<file path="src/rtl/sat_round_pipe.sv">
// sat_round_pipe: two-stage round-then-clamp pipeline with valid/ready handshakes
// and a sticky saturation flag plus a saturating event counter.
module sat_round_pipe #(
  parameter int DATA_W   = 40,
  parameter int WIDE_W   = 32,
  parameter int NARROW_W = 16,
  parameter int RND_POS  = 16,
  parameter int CNT_W    = 16
) (
  input  logic              clk_i,
  input  logic              rst_n_i,
  input  logic [DATA_W-1:0] value_i,
  input  logic              valid_i,
  output logic              ready_o,
  input  logic              do_sat_i,
  input  logic              mode_i,
  input  logic              round_i,
  output logic [DATA_W-1:0] value_o,
  output logic              did_sat_o,
  output logic              valid_o,
  input  logic              ready_i,
  input  logic              clr_i,
  output logic              sat_flag_o,
  output logic [CNT_W-1:0]  sat_cnt_o
);
  localparam logic signed [DATA_W:0] w_max   = {{(DATA_W+1-WIDE_W){1'b0}}, {(WIDE_W-1){1'b1}}};
  localparam logic signed [DATA_W:0] w_min   = {{(DATA_W+2-WIDE_W){1'b1}}, {(WIDE_W-1){1'b0}}};
  localparam logic signed [DATA_W:0] n_max   = {{(DATA_W+1-NARROW_W){1'b0}}, {(NARROW_W-1){1'b1}}};
  localparam logic signed [DATA_W:0] n_min   = {{(DATA_W+2-NARROW_W){1'b1}}, {(NARROW_W-1){1'b0}}};
  localparam logic signed [DATA_W:0] rnd_add = {{(DATA_W+2-RND_POS){1'b0}}, 1'b1, {(RND_POS-1){1'b0}}};
  localparam logic [DATA_W-1:0]      keep    = {{(DATA_W-RND_POS){1'b1}}, {RND_POS{1'b0}}};
  logic                     s1_valid, s1_sat, s1_mode, s1_round;
  logic signed [DATA_W:0]   s1_r, r_in, hi, lo;
  logic                     s1_en, s2_en, over, under, clamp, sat_hs;
  logic [DATA_W-1:0]        res, res_m;
  assign s2_en   = !valid_o || ready_i;
  assign s1_en   = !s1_valid || s2_en;
  assign ready_o = s1_en;
  // One extra bit of headroom keeps the rounding add from wrapping before the range check.
  assign r_in = $signed({value_i[DATA_W-1], value_i}) + ((round_i && !mode_i) ? rnd_add : '0);
  always_comb begin
    hi    = s1_mode ? n_max : w_max;
    lo    = s1_mode ? n_min : w_min;
    over  = s1_r > hi;
    under = s1_r < lo;
    clamp = s1_sat && (over || under);
    res   = !s1_sat ? s1_r[DATA_W-1:0] : over ? hi[DATA_W-1:0] : under ? lo[DATA_W-1:0] : s1_r[DATA_W-1:0];
    res_m = s1_round ? (res & keep) : res;
  end
  always_ff @(posedge clk_i or negedge rst_n_i) begin
    if (!rst_n_i) begin
      s1_valid <= 1'b0;
      s1_r     <= '0;
      s1_sat   <= 1'b0;
      s1_mode  <= 1'b0;
      s1_round <= 1'b0;
    end else if (s1_en) begin
      s1_valid <= valid_i;
      if (valid_i) begin
        s1_r     <= r_in;
        s1_sat   <= do_sat_i;
        s1_mode  <= mode_i;
        s1_round <= round_i && !mode_i;
      end
    end
  end
  always_ff @(posedge clk_i or negedge rst_n_i) begin
    if (!rst_n_i) begin
      valid_o   <= 1'b0;
      value_o   <= '0;
      did_sat_o <= 1'b0;
    end else if (s2_en) begin
      valid_o <= s1_valid;
      if (s1_valid) begin
        value_o   <= res_m;
        did_sat_o <= clamp;
      end
    end
  end
  assign sat_hs = valid_o && ready_i && did_sat_o;
  always_ff @(posedge clk_i or negedge rst_n_i) begin
    if (!rst_n_i) begin
      sat_flag_o <= 1'b0;
      sat_cnt_o  <= '0;
    end else if (clr_i) begin
      sat_flag_o <= sat_hs;
      sat_cnt_o  <= sat_hs ? CNT_W'(1) : '0;
    end else if (sat_hs) begin
      sat_flag_o <= 1'b1;
      sat_cnt_o  <= (sat_cnt_o == '1) ? sat_cnt_o : sat_cnt_o + CNT_W'(1);
    end
  end
endmodule
</file>
<file path="config.mk">
export PLATFORM = sky130hd
export DESIGN_NAME = sat_round_pipe
export DESIGN_NICKNAME = d
export VERILOG_FILES = /design/src/rtl/sat_round_pipe.sv
export SDC_FILE = /design/constraint.sdc
export NUM_CORES = 1
export LEC_CHECK = 0
export CAP_MARGIN = 20
export CORE_MARGIN = 1
export CORE_UTILIZATION = 53
export CTS_BUF_LIST = sky130_fd_sc_hd__clkbuf_16
export CTS_CLUSTER_DIAMETER = 200
export CTS_CLUSTER_SIZE = 10
export DETAILED_ROUTE_END_ITERATION = 8
export PLACE_DENSITY = 0.93
export SETUP_SLACK_MARGIN = 0.02
export SLEW_MARGIN = 5
export SYNTH_ARGS = -nofsm -noshare
export SYNTH_HDL_FRONTEND = slang
export SYNTH_SLANG_ARGS = --single-unit
</file>
<file path="constraint.sdc">
create_clock -name clk_i -period 4.5 [get_ports clk_i]
set_input_delay 0.9 -clock clk_i [delete_from_list [all_inputs] [get_ports clk_i]]
set_output_delay 0.9 -clock clk_i [all_outputs]
set_load 0.05 [all_outputs]
</file>
==> impl_metrics.json <==
{
  "vias": 4738,
  "hold_ws_ps": 477,
  "synthDistinctLibCells": 56,
  "cpLargestDelayFamily": "compound AO/OA/AOI/OAI gates",
  "drive_above_1_share_pct": 9.54,
  "min_to": "value_o[18]",
  "cts-resized-gates": 0,
  "grt_pass1_vias": 4568,
  "fillers": 758,
  "rsz0062_at_grt": "no",
  "hp-class": "flip-flop to flip-flop",
  "instances_no_fill": 817,
  "port_buffers": 107,
  "drt_wl_total_um": 13200,
  "clk_pin_slew_ps": 70,
  "required_ps": 4690,
  "ys_warn_count": 0,
  "grt_use_total_pct": 24.7,
  "drc_errors": 0,
  "finalSetupViolations": 0,
  "layout_commonest_cell": "clkdlybuf4s50_1",
  "dr.first_iter.drc_count": 276,
  "leakagePower_nw": 3.01,
  "synthDominantCellAreaShare_pct": 46.2,
  "fp.dieW_um": 105,
  "grt_first_pass_wirelength_um": 21900,
  "r2r-start": "s1_mode",
  "maxSlewViolCount": 0,
  "initial_utilization_pct": 54.6,
  "avgSynthCellArea_sq_um": 9.81,
  "max_cap_violations": 0,
  "die_y_um": 105,
  "layout_common_cells": "106 x clkdlybuf4s50_1, 104 x dfrtp_1, 80 x nand2_1",
  "clkSinkCount": 104,
  "finalCritPeriodShare_pct": 76.3,
  "cts_tree": "yes",
  "slew_headroom_pct": 30.9,
  "clockRootBuffer": "clkbuf_16",
  "nets": 759,
  "num_rows": 37,
  "synth_ff_type": "dfrtp_1",
  "finalClockSkew_ps": 11.2,
  "netlist_top_cells_area": "dfrtp_1 46%, ha_1 7.8%, nand2_1 5.4%",
  "crit_path_start_kind": "flip-flop",
  "hp-start": "value_o[18]",
  "ys_async_sr_fraction_pct": 100,
  "diodes": 0,
  "die_area_sq_um": 11100,
  "max_freq_mhz": 291,
  "top_regs": "s1_r x41, value_o x40, sat_cnt_o x16",
  "ant_nets": 0,
  "arrival_ps": 3630,
  "gp_congestion": 0.933,
  "max-vdd-ir-drop_mv": 0.269,
  "synth.net_count": 658,
  "worst_pin_slew_ps": 1040,
  "cts_setup_buffers": 0,
  "run_status": "finished clean",
  "place_ws_ps": 1070,
  "cts-htree-levels": 3,
  "holdPathStages": 2,
  "numCtsBuffers": 9,
  "synth_edf_count": 0,
  "power_mw": 3.34,
  "critPathSlowestCell": "or4_1",
  "hold_buffers": 0,
  "crit_path_max_incr_delay_ps": 600,
  "reg2reg_to": "value_o[16]",
  "dpl.cell_count": 800,
  "grt_max_degree": 76,
  "post-route-min-period_ps": 3430,
  "dr.pass1.iters": 4,
  "cp_max_fo": 15,
  "hpwl_um": 9710,
  "largest_register": "s1_r",
  "cp-startpoint": "s1_mode",
  "core-area_sq_um": 10300,
  "pin_count": 108,
  "clockBufferDepth": 2,
  "cp-end-kind": "flip-flop",
  "area_growth_pct": 26.7,
  "p_per_area_nw_per_um2": 468,
  "worstSetupPathType": "flip-flop to flip-flop",
  "reg2reg_depth": 9,
  "wl_per_cell_um": 16.2,
  "syn_inst": 575,
  "fin_tns_setup_ps": 0,
  "finalWorstSetupSlack_ps": 1070,
  "via_per_inst": 5.80,
  "syn-cell-area_sq_um": 5640,
  "grt_remaining_overflow": 0,
  "r2r_slack_ps": 1070,
  "yosys.area.top_type": "dfrtp_1",
  "path_cells": "inv_1 > ha_1 > or4_1 > or2_1 > a211oi_2 > nor3b_2 > a21boi_4 > a2bb2oi_4 > o21ai_0",
  "antenna_found_initial": 0,
  "hold_viol_final": 0,
  "seq_area_frac_synth_pct": 46.2,
  "synth-seq-cells": 104,
  "largest_reg_flops": 41,
  "path_buf_inv": 1,
  "clk_latency_ps": 340
}
## layer usage
layer  vias up  share of wire (%)  global-route usage (%)  wire (um)
li1       2236                  -                       -          -
met3        21                5.1                    4.37        676
met2       181                 51                    44.6       6730
met1      2300                 43                    30.7       5620
met4         0                1.4                    5.73        180
met5         -                  0                       0          0
## power by group
part / internal (mW) / leakage, nW / switching (mW)
logic: 0.463 / 1.57 / 0.828
registers: 1.11 / 1.29 / 0.147
clock network: 0.437 / 0.148 / 0.355
total: 2.01 / 3.01 / 1.33
## cells in the mapped netlist (all sizes together) (2+ instances only)
cell type and n:
a2111oi 2, a211oi 17, a21o 3, a21oi 26, a22o 9, a31oi 2
and3 5, and4 4, buf 7, clkbuf 16, dfrtp 104, ha 35
inv 18, mux2 20, nand2 81, nand2b 12, nand3 16, nand4 10
nand4b 3, nor2 37, nor2b 8, nor3 6, nor4 2, o21ai 68
or2 2, or3 3, or4 6, xnor2 17, xor2 19
## per-stage QoR
stage	utilization, %	instance area [sq um]
after floorplan	-	5640
after global placement	66.1	6820
after detailed placement	66.1	6820
after CTS	69.0	7120
after global routing	69.2	7140
final	69.2	7140
## area by class of cell
type	instances	area, sq um	area share [%]
clock inverters	7	76.3	1.07
multi-input cells	430	2880	40.3
well taps	136	170	2.38
clock buffers	9	225	3.15
inverters	18	67.6	0.946
repair buffers	113	1130	15.8
flip-flops and latches	104	2600	36.4
## cell families (layout without fill, tap and decap cells)
group	after synthesis	after routing	share of synthesized area, %
AO/OA/AOI/OAI	139	139	16.2
multiplexers	21	21	4.17
buffers and inverters	41	147	2.95
XOR/XNOR	36	36	5.59
AND/OR/NAND/NOR	199	199	17.2
flip-flops	104	104	46.2
adder cells (fa/ha/maj)	35	35	7.77
## worst register-to-register path, cell delays in order, from the launching register on
cell and delay [ps]:
dfrtp_1 380, inv_1 410, ha_1 390, or4_1 600, or2_1 270, a211oi_2 230
nor3b_2 100, a21boi_4 270, a2bb2oi_4 470, o21ai_0 180
## worst max path at each step
stage / cells after the start / to
CTS: 9 / value_o[16]
global placement: 10 / s1_r[39]
finish: 9 / value_o[16]
global route: 9 / value_o[16]
detailed placement: 10 / s1_r[37]
floorplan: 10 / value_o[21]
Note: power is estimated with default switching activity, not from simulation.
